## src/rtl/ram_loader_pkg.sv

```systemverilog
// Shared definitions for the RAM image loader and its peers on the data-RAM
// bus (memory, DMA, arbiter).
//   DATA_W / ADDR_W : data RAM geometry (10-bit words, 14-bit addresses)
//   loader_state_t  : loader FSM encoding
package ram_loader_pkg;
  localparam int DATA_W     = 10;
  localparam int ADDR_W     = 14;
  localparam int FIFO_DEPTH = 4;

  typedef logic [DATA_W-1:0] data_t;
  typedef logic [ADDR_W-1:0] addr_t;

  typedef enum logic [1:0] {
    IDLE = 2'd0,
    LOAD = 2'd1,
    DONE = 2'd2
  } loader_state_t;
endpackage

```

## src/rtl/loader_fifo.sv

```systemverilog
// Small synchronous show-ahead FIFO buffering loader input words.
//   clk, rst_n : clock, asynchronous active-low reset (empties the FIFO)
//   push/wdata : write one entry (caller guarantees not full)
//   pop        : drop the head entry (caller guarantees not empty)
//   head       : current oldest entry, valid whenever !empty, no read latency
//   full/empty : occupancy flags
// Push and pop on the same edge are allowed at any occupancy.
module loader_fifo #(
  parameter int W     = 10,
  parameter int DEPTH = 4
) (
  input  logic         clk,
  input  logic         rst_n,
  input  logic         push,
  input  logic [W-1:0] wdata,
  input  logic         pop,
  output logic [W-1:0] head,
  output logic         full,
  output logic         empty
);
  localparam int PTR_W = $clog2(DEPTH);

  logic [W-1:0]   mem_q [DEPTH];
  logic [W-1:0]   mem_d [DEPTH];
  // One extra pointer bit distinguishes full from empty when indices match.
  logic [PTR_W:0] wr_ptr_q, wr_ptr_d;
  logic [PTR_W:0] rd_ptr_q, rd_ptr_d;

  always_comb begin
    mem_d    = mem_q;
    wr_ptr_d = wr_ptr_q;
    rd_ptr_d = rd_ptr_q;
    if (push) begin
      mem_d[wr_ptr_q[PTR_W-1:0]] = wdata;
      wr_ptr_d = wr_ptr_q + (PTR_W+1)'(1);
    end
    if (pop) rd_ptr_d = rd_ptr_q + (PTR_W+1)'(1);
  end

  assign empty = (wr_ptr_q == rd_ptr_q);
  assign full  = (wr_ptr_q[PTR_W] != rd_ptr_q[PTR_W]) &&
                 (wr_ptr_q[PTR_W-1:0] == rd_ptr_q[PTR_W-1:0]);
  assign head  = mem_q[rd_ptr_q[PTR_W-1:0]];

  always_ff @(posedge clk or negedge rst_n) begin
    if (!rst_n) begin
      wr_ptr_q <= '0;
      rd_ptr_q <= '0;
      for (int i = 0; i < DEPTH; i++) mem_q[i] <= '0;
    end else begin
      wr_ptr_q <= wr_ptr_d;
      rd_ptr_q <= rd_ptr_d;
      mem_q    <= mem_d;
    end
  end
endmodule

```

## src/rtl/ram_image_loader.sv

```systemverilog
// Streams a memory image into the shared data RAM through the bus arbiter.
//   clk, rst           : clock, asynchronous active-low reset
//   start, base_addr,
//   length             : job command, sampled only when idle
//   in_valid/in_data/
//   in_ready           : input word stream
//   req/grant          : arbiter handshake; one write per granted cycle
//   ram_write/ram_addr/
//   ram_indata         : RAM write port
//   busy/done          : job status; done is a one-cycle pulse
//   words_written      : words committed in the current/last job
module ram_image_loader
  import ram_loader_pkg::*;
#(
  parameter int DATA_W     = ram_loader_pkg::DATA_W,
  parameter int ADDR_W     = ram_loader_pkg::ADDR_W,
  parameter int FIFO_DEPTH = ram_loader_pkg::FIFO_DEPTH
) (
  input  logic              clk,
  input  logic              rst,
  input  logic              start,
  input  logic [ADDR_W-1:0] base_addr,
  input  logic [ADDR_W-1:0] length,
  input  logic              in_valid,
  input  logic [DATA_W-1:0] in_data,
  output logic              in_ready,
  output logic              req,
  input  logic              grant,
  output logic              ram_write,
  output logic [ADDR_W-1:0] ram_addr,
  output logic [DATA_W-1:0] ram_indata,
  output logic              busy,
  output logic              done,
  output logic [ADDR_W-1:0] words_written
);
  loader_state_t     state_q, state_d;
  logic [ADDR_W-1:0] cur_addr_q, cur_addr_d;
  logic [ADDR_W-1:0] remaining_q, remaining_d;
  logic [ADDR_W-1:0] to_accept_q, to_accept_d;
  logic [ADDR_W-1:0] words_written_q, words_written_d;

  logic              fifo_full, fifo_empty, push;
  logic [DATA_W-1:0] fifo_head;
  logic              in_load;

  assign in_load  = (state_q == LOAD);
  // to_accept caps intake at length so surplus input words are never taken.
  assign in_ready = in_load && !fifo_full && (to_accept_q != '0);
  assign push     = in_valid && in_ready;
  // Purely flop-derived so the arbiter sees a glitch-free request.
  assign req       = in_load && !fifo_empty;
  assign ram_write = req && grant;
  assign ram_addr   = in_load ? cur_addr_q : '0;
  assign ram_indata = in_load ? fifo_head  : '0;
  assign busy          = (state_q != IDLE);
  assign done          = (state_q == DONE);
  assign words_written = words_written_q;

  loader_fifo #(.W(DATA_W), .DEPTH(FIFO_DEPTH)) u_fifo (
    .clk   (clk),
    .rst_n (rst),
    .push  (push),
    .wdata (in_data),
    .pop   (ram_write),
    .head  (fifo_head),
    .full  (fifo_full),
    .empty (fifo_empty)
  );

  always_comb begin
    state_d         = state_q;
    cur_addr_d      = cur_addr_q;
    remaining_d     = remaining_q;
    to_accept_d     = to_accept_q;
    words_written_d = words_written_q;
    unique case (state_q)
      IDLE: begin
        if (start) begin
          cur_addr_d      = base_addr;
          remaining_d     = length;
          to_accept_d     = length;
          words_written_d = '0;
          state_d         = (length == '0) ? DONE : LOAD;
        end
      end
      LOAD: begin
        if (push) to_accept_d = to_accept_q - ADDR_W'(1);
        if (ram_write) begin
          // Address wraps modulo 2^ADDR_W by natural overflow.
          cur_addr_d      = cur_addr_q + ADDR_W'(1);
          remaining_d     = remaining_q - ADDR_W'(1);
          words_written_d = words_written_q + ADDR_W'(1);
        end
        if (remaining_q == '0) state_d = DONE;
      end
      DONE:    state_d = IDLE;
      default: state_d = IDLE;
    endcase
  end

  always_ff @(posedge clk or negedge rst) begin
    if (!rst) begin
      state_q         <= IDLE;
      cur_addr_q      <= '0;
      remaining_q     <= '0;
      to_accept_q     <= '0;
      words_written_q <= '0;
    end else begin
      state_q         <= state_d;
      cur_addr_q      <= cur_addr_d;
      remaining_q     <= remaining_d;
      to_accept_q     <= to_accept_d;
      words_written_q <= words_written_d;
    end
  end
endmodule

```

## config.mk

```make
export PLATFORM = sky130hd
export DESIGN_NAME = ram_image_loader
export DESIGN_NICKNAME = d
export VERILOG_FILES = /design/src/rtl/ram_loader_pkg.sv /design/src/rtl/loader_fifo.sv /design/src/rtl/ram_image_loader.sv
export SDC_FILE = /design/constraint.sdc
export NUM_CORES = 1
export LEC_CHECK = 0
export ABC_AREA = 1
export CORE_ASPECT_RATIO = 1.1
export CORE_MARGIN = 2
export CORE_UTILIZATION = 50
export CTS_CLUSTER_SIZE = 16
export DETAILED_ROUTE_END_ITERATION = 10
export PLACE_DENSITY = 0.82
export SYNTH_ARGS = -nofsm -noshare
export SYNTH_HDL_FRONTEND = slang
export SYNTH_HIERARCHICAL = 1
export SYNTH_SLANG_ARGS = --single-unit
```

## constraint.sdc

```tcl
create_clock -name clk -period 1.9 [get_ports clk]
set_input_delay 0.475 -clock clk [delete_from_list [all_inputs] [get_ports clk]]
set_output_delay 0.475 -clock clk [all_outputs]
set_load 0.03 [all_outputs]
```

## Yosys cells after proc, flatten, opt, wreduce, memory -nomap -nowiden

Index checks and enable logic that the tools add are counted.

| word-level totals | value |
|---|---|
| register bits | 104 |
| input port bits | 43 |
| output and inout port bits | 43 |
| word-level logic and storage cells | 72 |

| cells by class | value |
|---|---|
| add/subtract/negate cells | 6 |
| magnitude comparators | 3 |
| equal/unequal tests | 9 |
| mux-type cells | 23 |
| bitwise gates (word level) | 2 |
| reductions and logical operators | 18 |

Operators by type and width:

| kind | number |
|---|---|
| 14-bit 2-to-1 mux | 8 |
| 14-bit one-hot mux with 2 select lines | 4 |
| 40-bit bitwise mux | 1 |
| 10-bit 2-to-1 mux | 4 |
| 14-bit by 1-bit adder with 14-bit output (second input constant) | 2 |
| 14-bit logical NOT | 2 |
| 14-bit by 1-bit subtractor with 14-bit output (second input constant) | 2 |
| 10-bit binary-select mux with 2-bit select | 1 |
| 10-bit demux with 2-bit select | 1 |
| 14-bit nonzero test | 1 |
| 1-bit logical AND | 7 |
| 3-bit by 1-bit adder with 3-bit output (second input constant) | 2 |
| 3-bit greater-or-equal comparator (second input constant) | 2 |
| 2-bit 2-to-1 mux | 3 |
| 2-bit inequality test (second input constant) | 3 |
| 2-bit inverter with 3-bit output | 2 |
| 3-bit AND reduction | 2 |
| 2-bit one-hot mux with 2 select lines | 1 |
| 2-bit nonzero test | 2 |
| 3-bit equality test | 1 |
| 3-bit by 1-bit < comparator with 1-bit output (second input constant) | 1 |
| 2-bit by 1-bit equality test with 1-bit output (second input constant) | 1 |
| 2-bit equality test | 1 |
| 2-bit equality test (second input constant) | 1 |
| 5 further kinds | 6 |

## Logic depth before layout (Yosys ltp)

Gate-level depths: netlist (run 1).

| depth | value |
|---|---|
| depth after elaboration | 8 |
| gate-level depth with buffers | 13 |
| mapped depth without buffers | 11 |

## Modules after synthesis

Netlist (run 1), hierarchy kept.

By module, submodules not included:

| module | instances | cells an instance | area an instance (um^2) | sequential area each (um^2) |
|---|---|---|---|---|
| ram_image_loader | 1 | 614 | 4047.6 | 1451.4 |
| loader_fifo | 1 | 275 | 2204.6 | 1151.1 |

## Worst setup path after synthesis (run 1)

OpenSTA, ideal clock, no wires.

| timing | value |
|---|---|
| path type | reg2out |
| from | register u_fifo.rd_ptr_q[0] |
| to | output in_ready |
| arrival time | 1676 ps |
| required time | 1425 ps |
| setup slack | -251 ps |
| stages on the path, launching flop included | 8 |
| path buffers | 1 |
| path through | dfrtp_1 > buf_4 > nand2_1 > nand2_1 > nand2_1 > nor2_1 > nor2_1 > a21boi_0 |

| on the way | value |
|---|---|
| cells in the longest elaborated chain, start to end | 5 |

RTL lines:

| item | RTL line | RTL |
|---|---|---|
| start, declared | loader_fifo.sv:27 | `logic [PTR_W:0] rd_ptr_q, rd_ptr_d;` |
| start signal, assigned | loader_fifo.sv:52 | `rd_ptr_q <= rd_ptr_d;` |
| 2-bit equality test | loader_fifo.sv:42 | `(wr_ptr_q[PTR_W-1:0] == rd_ptr_q[PTR_W-1:0]);` |
| 1-bit logical AND | loader_fifo.sv:41 | `assign full = (wr_ptr_q[PTR_W] != rd_ptr_q[PTR_W]) &&` |
| named net fifo_full | ram_image_loader.sv:42 | `logic fifo_full, fifo_empty, push;` |
| 1-bit logical NOT | ram_image_loader.sv:48 | `assign in_ready = in_load && !fifo_full && (to_accept_q != '0);` |
| 1-bit logical AND (2 in a row) | ram_image_loader.sv:48 |  |
| end, declared | ram_image_loader.sv:26 | `output logic in_ready,` |

The timed path passes the listed nets, and every way through them passes these cells.

## Worst setup path after layout (run 1)

| timing | value |
|---|---|
| from | register to_accept_q[0] |
| to | output in_ready |

| on the way | value |
|---|---|
| cells in the longest elaborated chain, start to end | 2 |

RTL lines:

| item | RTL line | RTL |
|---|---|---|
| start, declared | ram_image_loader.sv:39 | `logic [ADDR_W-1:0] to_accept_q, to_accept_d;` |
| start signal, assigned | ram_image_loader.sv:112 | `to_accept_q <= to_accept_d;` |
| 14-bit nonzero test | ram_image_loader.sv:48 |  |
| 1-bit logical AND | ram_image_loader.sv:48 |  |

No other way between the ends.

==> qor.txt, run 1 <==
Outcome: finished, violations left
Failing checks: setup timing
Final setup violation count: 19
Layout Nets: 1066
Total of max-cap violations: 0
YS warnings: 6
Critical path endpoint category: output pin
Critical-path maximum fanout: 3
CTS root buf: clkbuf_16
WL/cell: 15.3 um
Post-Layout Cell Count: 1173
Area Overhead vs Synth: 35.1%
Most frequent cells in the layout: 280 x nand2_1, 102 x dfrtp_1, 96 x inv_1
Worst path arrival time: 1.63 ns
DR vias/cell: 5.43
Register area share after synthesis: 41.6%
Register bit total from synthesis: 104
Cell Rows: 42
Gr usage total: 24.7%
Skew-Pair Late Insertion Delay: 0.36 ns
Seq. cell area: 0.00261 mm2
DRT iter0 DRCs: 578
H-tree depth: 3
Die Y: 121 um
Leading cell type in the layout, fill and taps excluded: nand2_1
Router iterations before antenna repair: 5
Post-CTS Hold Buffers: 0
Core area: 0.0121 mm2
Min-delay worst type: primary input to asynchronous set/reset pin
Footprint of the multi-input gates: 0.00330 mm2
Final wirelength: 17900 um
P per Cell Area: 1850 mW/mm2
CTS sink count: 104
Reg clk slew, reported paths: 0.08 ns
Worst rel slew slack: 70.6%
Largest net degree at the start of global routing: 50
Initial Utilization: 51.5%
Leading area contributor after synthesis: dfrtp_1
Clock tree buffer depth: 2
Mean Syn Cell Area: 7.03 um2
Num CTS Buffers: 9
IO Port Bufs: 85
CP max-delay cell: dfrtp_1
Area contributors post-synth: dfrtp_1 42%, nand2_1 17%, nor2_1 6.1%
Hold Fails Final Rpt: 0
Synthesized netlist cell count: 889
Crit-path cells: inv_1, ha_2, nand3_2, nor2_4, buf_4, a21boi_4, buf_6
Post-Route Skew: 0.0105 ns
Final critical-path share of the clock period: 111%
HPWL after DPL: 11100 um
Setup TNS: -2.76 ns
Die ar.: 0.0134 mm2
Startpoint types: flip-flop
TritonCTS clock tree: done
Worst setup margin: -0.210 ns
GR Overflow Total: 0
Vias: 6371
First-pass GRT wire length: 27000 um
# placed instances: 1132
Synth top area share: 41.6%
Die extent in x: 111 um
I/O pins: 86
RSZ-0062 raised after global routing: true
Critical Path RT: 1.42 ns
Synth Cell Area: 0.00625 mm2
Post-route minimum period: 2.11 ns
GPL Wtd Cong: 0.910
Yosys cell types: 45
Final slew viol count: 0
Vias in the first global route: 5649
Max frequency: 0.474 GHz
Drc violations: 0
CP Class: flip-flop to output pin
Initial antenna violation count: 0
VDD IR-drop max: 1090 uV
Leak: 0.00424 uW
Final antenna-violating net count: 0
Worst path max stage delay: 0.38 ns
Antenna cells: 0
Net Count, Synth: 941
Worst-Margin Slew: 0.438 ns
Filler cells: 898
Share of cells above drive strength 1: 18.6%
## path summary, 6_finish.rpt
check                                        start                end  slack (ns)  depth (start not counted)
worst min register to register    u_fifo/mem_q[33]   u_fifo/mem_q[33]        0.48                          2
max in group asynchronous                      rst   u_fifo/mem_q[21]        1.31                          2
worst min-delay path                           rst   u_fifo/mem_q[29]        0.02                          1
worst max-delay path                to_accept_q[0]           in_ready       -0.21                          7
min in group clk                  u_fifo/mem_q[33]   u_fifo/mem_q[33]        0.48                          2
worst max register to register  u_fifo/rd_ptr_q[0]  words_written[10]        0.03                         11
## layout make-up
cell class                      instances  area share, %
Sequential cell                       104           30.8
Tap cell                              154           2.28
Timing Repair Buffer                  149           19.2
Multi-Input combinational cell        645           39.1
Clock buffer                           10           2.83
Clock inverter                          6           1.07
Inverter                              105           4.72
## timing repair
item,in CTS,in global routing
resized for setup,65,71
pin swaps,9,30
gates cloned,3,3
buffers inserted,8,13
endpoints found under the setup margin,42,98
## cells in the mapped netlist, drive strengths merged
cell type	instances
o31ai	3
buf	31
a32oi	1
nand3	42
o221ai	1
o21bai	2
nor2	106
and3	1
clkinv	1
clkbuf	5
nand4	15
o21ai	85
a22o	1
a21boi	1
or2	11
nand2	295
a31oi	5
a21o	1
xnor2	3
a21oi	25
nand3b	3
nor3	16
nor4	3
inv	104
xor2	10
a41oi	2
ha	9
a22oi	2
nand2b	1
dfrtp	104
## stage by stage
step	power [uW]	util, %	setup slack (ns)	instance area (um2)	hold slack, ns
floorplan	9200	-	-0.0348	6260	0.179
global placement	11400	61.2	-0.0492	7430	0.407
detailed placement	11600	61.2	-0.0580	7430	0.406
CTS	14400	66.3	-0.226	8040	0.0328
global route	16700	69.6	-0.302	8450	0.0398
finish	15600	69.6	-0.210	8450	0.0220
## metal layers
metal  global-route usage, %  routed length, um  vias up
li1                        -                  -     3074
met1                    33.4               7630     3010
met2                    41.3               8700      248
met3                    4.50               1170       39
met4                    6.56                420        0
met5                       0                  0        -
## state kept, by name (all words and copies together) (netlist names)
register	count
u_fifo/wr_ptr_q	3
u_fifo/mem_q	40
state_q	2
u_fifo/rd_ptr_q	3
to_accept_q	14
remaining_q	14
words_written	14
cur_addr_q	14
## worst max-delay path: cells and delay by family, from the launching register on
family                     cells  cell delay (ns)
adders and majority gates      1             0.21
and+or+nand+nor                2             0.24
DFF                            1             0.38
AOI/OAI and AO/OA              1             0.06
buffers and inverters          3             0.39
## report_power, final
group	internal (uW)	total, uW	switching (uW)
Combinational	4000	9580	5580
Sequential	3190	4000	810
Clock	1200	2070	872
## cells by family after synthesis
| kind of cell | after synthesis | synth area share, % |
|---|---|---|
| simple gates | 493 | 33.5 |
| buf+inv | 141 | 9.99 |
| compound gates | 129 | 11.3 |
| flops | 104 | 41.6 |
| xor+xnor | 13 | 1.82 |
| fa+ha+maj | 9 | 1.80 |
Note: power is estimated with default switching activity, not from simulation.
==> inputs of run 2 (changes only) <==
--- a/config.mk
+++ b/config.mk
@@ -7,7 +7,6 @@
 export LEC_CHECK = 0
 export ABC_AREA = 1
 export CORE_ASPECT_RATIO = 1.1
-export CORE_MARGIN = 2
 export CORE_UTILIZATION = 50
 export CTS_CLUSTER_SIZE = 16
 export DETAILED_ROUTE_END_ITERATION = 10
==> run 2 against run 1 <==
The flow still finishes with violations (setup timing). Combinational power fell by 2.7%. Total power fell by 3.0%. Critical path depth rose by 2. Wire length rose by 0.57%. Hold slack improved by 0.46 ns. Fmax fell by 1.8%. Worst setup slack got worse by 0.038 ns. Design area fell by 1.6%. Die area fell by 3.4%. Count of clock-buffer cells in the layout rose by 2. Highest routed layer unchanged.
==> qor.txt, run 2 (synthesis results as in run 1) <==
Drc violations: 0
Vias in the first global route: 5795
Worst setup margin: -0.248 ns
CTS root buf: clkbuf_16
WL/cell: 15.4 um
Vias: 6423
Antenna cells: 0
Worst-Margin Slew: 0.369 ns
GR Overflow Total: 0
Outcome: finished, violations left
Layout Nets: 1062
Max frequency: 0.466 GHz
I/O pins: 86
Initial Utilization: 51.7%
Post-Route Skew: 0.00821 ns
Startpoint types: flip-flop
Post-route minimum period: 2.15 ns
Die extent in x: 109 um
Wire length on met3: 1170 um
Skew-Pair Late Insertion Delay: 0.35 ns
CP Class: flip-flop to output pin
Total of max-cap violations: 0
Critical Path RT: 1.42 ns
Failing checks: setup timing
Final slew viol count: 0
Share of cells above drive strength 1: 16.1%
P per Cell Area: 1830 mW/mm2
Largest net degree at the start of global routing: 52
Critical-path maximum fanout: 4
TritonCTS clock tree: done
GPL Wtd Cong: 0.852
Min-delay worst type: flip-flop to flip-flop
RSZ-0062 raised after global routing: true
Cell Rows: 42
Critical path endpoint category: output pin
VDD IR-drop max: 1660 uV
H-tree depth: 3
Die Y: 119 um
First-pass GRT wire length: 26800 um
Pre-CTS WS: -0.138 ns
Met2 WL: 8570 um
Reg clk slew, reported paths: 0.07 ns
Clock tree buffer depth: 2
DR vias/cell: 5.49
Router iterations before antenna repair: 6
Most frequent cells in the layout: 285 x nand2_1, 103 x dfrtp_1, 96 x inv_1
Met1 WL: 7690 um
HPWL after DPL: 10800 um
Final wirelength: 18000 um
IO Port Bufs: 85
Final setup violation count: 28
Final antenna-violating net count: 0
Area Overhead vs Synth: 32.9%
Max reg flops: 40
Core area: 0.0121 mm2
Largest register by flop count: u_fifo/mem_q
Final critical-path share of the clock period: 113%
Leak: 0.00420 uW
Worst path arrival time: 1.67 ns
Gr usage total: 26.2%
CTS sink count: 104
Leading cell type in the layout, fill and taps excluded: nand2_1
Max layer used: met4
Initial antenna violation count: 0
Worst rel slew slack: 75.4%
DRT iter0 DRCs: 536
Die ar.: 0.0130 mm2
Hold Fails Final Rpt: 0
Num CTS Buffers: 9
Overall Power: 15200 uW
-- run 2: changes by cell type in the layout (fill, tap and decap cells not counted), moves of 4 or more --
| cell | change |
|---|---|
| nor2_2 | -5 |
| nand2_2 | -7 |
| o21ai_1 | +5 |
| nor2_1 | +9 |
| clkbuf_16 | +4 |
| nor2_4 | -5 |
| o21ai_0 | -6 |
| nand2_1 | +5 |
| buf_6 | -5 |
-- run 2: layout make-up --
type / count / area (um2)
sequential: 104 / 2600
clock inverter: 4 / 33.8
timing repair buffer: 146 / 1590
multi-input combinational: 644 / 3220
fill: 935 / 3770
inverter: 105 / 407
clock buffer: 12 / 267
tap: 154 / 193
-- run 2: worst max-delay path: stages (launching register included) --
cell and delay (ns):
dfrtp_2 0.45, inv_2 0.09, nand2_1 0.05, nand2_1 0.07, nand2_1 0.07, nor2_1 0.11
nor2_1 0.05, buf_4 0.14, a21boi_2 0.15, buf_6 0.14
-- run 2: routing by layer --
layer | global-route usage (%) | up-vias
met4 | 10.6 | 0
met5 | 0 | -
met3 | 3.28 | 58
met2 | 42.2 | 289
met1 | 35.4 | 3016
li1 | - | 3060
-- run 2: metrics by stage --
| stage | hold WS (ns) | util, % | setup TNS [ns] | cell area, um2 | std cells |
|---|---|---|---|---|---|
| 2_1_floorplan | 0.179 | - | -0.184 | 6260 | 889 |
| 3_3_place_gp | 0.338 | 61.5 | -0.0985 | 7430 | 1130 |
| 3_5_place_dp | 0.341 | 61.5 | -0.399 | 7430 | 1130 |
| 4_1_cts | 0.484 | 65.3 | -2.32 | 7890 | 1152 |
| 5_1_grt | 0.500 | 68.8 | -6.81 | 8310 | 1169 |
| 6_report | 0.483 | 68.8 | -3.02 | 8310 | 1169 |
-- run 2: timing repair --
item | in CTS | in global routing
gates cloned | 1 | 7
endpoints found under the setup margin | 48 | 109
pin swaps | 2 | 3
buffers inserted | 4 | 10
hold buffers | 1 | 0
hold endpoints to repair | 11 | 0
gates resized for setup | 46 | 54
-- run 2: final timing paths --
| path | slack [ns] | start | cells past startpoint | end |
|---|---|---|---|---|
| worst max-delay path | -0.25 | u_fifo/rd_ptr_q[0] | 9 | in_ready |
| worst min-delay path | 0.48 | u_fifo/mem_q[37] | 2 | u_fifo/mem_q[37] |
| worst max register to register | -0.05 | u_fifo/rd_ptr_q[0] | 10 | words_written[7] |
| worst min register to register | 0.48 | u_fifo/mem_q[37] | 2 | u_fifo/mem_q[37] |
| max in group asynchronous | 0.75 | rst | 3 | remaining_q[8] |
| min in group asynchronous | 0.52 | rst | 2 | u_fifo/mem_q[29] |
-- run 2: power breakdown --
group	internal, uW	switching [uW]
Sequential	3190	806
Combinational	3790	5530
Clock	1010	849
Total	7990	7190
==> inputs of run 3 (changes only) <==
--- a/config.mk
+++ b/config.mk
@@ -6,6 +6,7 @@
 export NUM_CORES = 1
 export LEC_CHECK = 0
 export ABC_AREA = 1
+export CAP_MARGIN = 5
 export CORE_ASPECT_RATIO = 1.1
 export CORE_UTILIZATION = 50
 export CTS_CLUSTER_SIZE = 16
==> constraint.sdc (replaced) <==
create_clock -name clk -period 1.9 [get_ports clk]
set_input_delay 0.38 -clock clk [delete_from_list [all_inputs] [get_ports clk]]
set_output_delay 0.38 -clock clk [all_outputs]
set_load 0.03 [all_outputs]
==> run 3 against run 2 <==
The flow still finishes with violations (setup timing). Clock power rose by 3%. Wire length fell by 11%. Global-route usage fell by 0.11 points. Critical path type unchanged. Largest power group unchanged.
==> qor.txt, run 3 (synthesis results as in run 1) <==
Outcome: finished, violations left
Failing checks: setup timing
Area Overhead vs Synth: 25.7%
Final slew viol count: 0
Critical Path RT: 1.52 ns
# placed instances: 1128
Worst path max stage delay: 0.43 ns
Final critical-path share of the clock period: 106%
GR Overflow Total: 0
Core area: 0.0121 mm2
CTS root buf: clkbuf_16
Reg clk slew, reported paths: 0.07 ns
Share of cells above drive strength 1: 13.9%
Critical path endpoint category: output pin
Crit-path cells: inv_2, nand2_1, nand2_1, nand2_2, nor2_2, nor2_1, buf_4, a21boi_4, buf_6
TritonCTS clock tree: done
Setup TNS: -0.707 ns
Router iterations before antenna repair: 5
Filler cells: 1024
Critical-path maximum fanout: 4
Worst-Margin Slew: 0.478 ns
DR vias/cell: 5.29
Final setup violation count: 12
WL/cell: 13.9 um
Leak: 0.00401 uW
Vias: 6089
Final antenna-violating net count: 0
Layout Nets: 1043
Max reg flops: 40
Total of max-cap violations: 0
Die ar.: 0.0130 mm2
First-pass GRT wire length: 26600 um
P per Cell Area: 1760 mW/mm2
Die Y: 119 um
Leading cell type in the layout, fill and taps excluded: nand2_1
Min-delay worst type: flip-flop to flip-flop
Largest net degree at the start of global routing: 58
Post-Route Skew: 0.0100 ns
Hold Fails Final Rpt: 0
DRT iter0 DRCs: 459
Antenna cells: 0
I/O pins: 86
CP max-delay cell: dfrtp_2
Most used cell, CP: nand2_1
Worst path arrival time: 1.64 ns
Clock tree buffer depth: 2
Gr usage total: 26.1%
Seq. cell area: 0.00260 mm2
Post-route minimum period: 2.02 ns
Overall Power: 13800 uW
Final wirelength: 16000 um
Final instance area: 0.00786 mm2
Worst setup margin: -0.116 ns
Most frequent cells in the layout: 284 x nand2_1, 103 x dfrtp_1, 97 x inv_1
Max frequency: 0.496 GHz
Initial antenna violation count: 0
Num CTS Buffers: 9
Largest register by flop count: u_fifo/mem_q
Vias in the first global route: 5670
Area of placed instances: 0.00737 mm2
Cell Rows: 42
RSZ-0062 raised after global routing: true
Post-Layout Cell Count: 1150
HPWL after DPL: 11000 um
CTS sink count: 104
Startpoint types: flip-flop
Footprint of the multi-input gates: 0.00314 mm2
GPL Wtd Cong: 0.861
Die extent in x: 109 um
Drc violations: 0
VDD IR-drop max: 1110 uV
H-tree depth: 3
Worst rel slew slack: 68.1%
Skew-Pair Late Insertion Delay: 0.35 ns
IO Port Bufs: 85
Initial Utilization: 51.7%
CP Class: flip-flop to output pin
[run 3: area by class of cell]
class                           instances  share of cell area (%)
Tap cell                              154                    2.45
Sequential cell                       104                    33.1
Timing Repair Buffer                  127                    15.6
Clock buffer                            9                    2.86
Multi-Input combinational cell        644                    39.9
Inverter                              105                    5.08
Clock inverter                          7                    1.02
[run 3: repair_timing]
| action | CTS | global route |
|---|---|---|
| hold buffers | 1 | 0 |
| setup buffers | 3 | 3 |
| gates resized for setup | 26 | 26 |
| pin swaps | 8 | 3 |
| endpoints found under the hold margin | 30 | 0 |
| endpoints found under the setup margin | 29 | 65 |
[run 3: power breakdown]
part | internal, uW | total [uW] | switching, uW
logic | 3020 | 7950 | 4930
clock network | 1040 | 1920 | 878
registers | 3190 | 3970 | 783
[run 3: path summary, 6_finish.rpt]
check,slack [ns],from,cells after the start,end
setup / recovery,-0.12,u_fifo/rd_ptr_q[0],9,in_ready
hold / removal,0.48,u_fifo/mem_q[34],2,u_fifo/mem_q[34]
setup reg to reg,0.05,u_fifo/rd_ptr_q[0],10,words_written[3]
hold reg to reg,0.48,u_fifo/mem_q[34],2,u_fifo/mem_q[34]
max in group asynchronous,0.77,rst,3,u_fifo/mem_q[31]
min in group asynchronous,0.53,rst,2,u_fifo/rd_ptr_q[1]
[run 3: metrics by stage]
stage | hold slack, ns | setup slack, ns | utilization, %
floorplan | 0.0844 | 0.0162 | -
global placement | 0.368 | 0.0532 | 60.9
detailed placement | 0.370 | -0.0155 | 60.9
CTS | 0.484 | -0.120 | 64.2
global route | 0.510 | -0.205 | 65.0
finish | 0.482 | -0.116 | 65.0
[run 3: routing by layer]
metal  global-route usage [%]  up-vias  routed length (um)  share of wire [%]
met3                     3.39       24                 948                5.9
li1                         -     3011                   -                  -
met1                     36.3     2857                7050                 44
met4                     8.78        0                 313                2.0
met5                        0        -                   0                  0
met2                     41.6      197                7660                 48
[run 3: worst max-delay path, delay by kind of cell, from the launching register on]
kind	cells	cell delay, ns
DFF	1	0.43
and+or+nand+nor	5	0.33
AOI/OAI and AO/OA	1	0.18
buffers and inverters	3	0.35
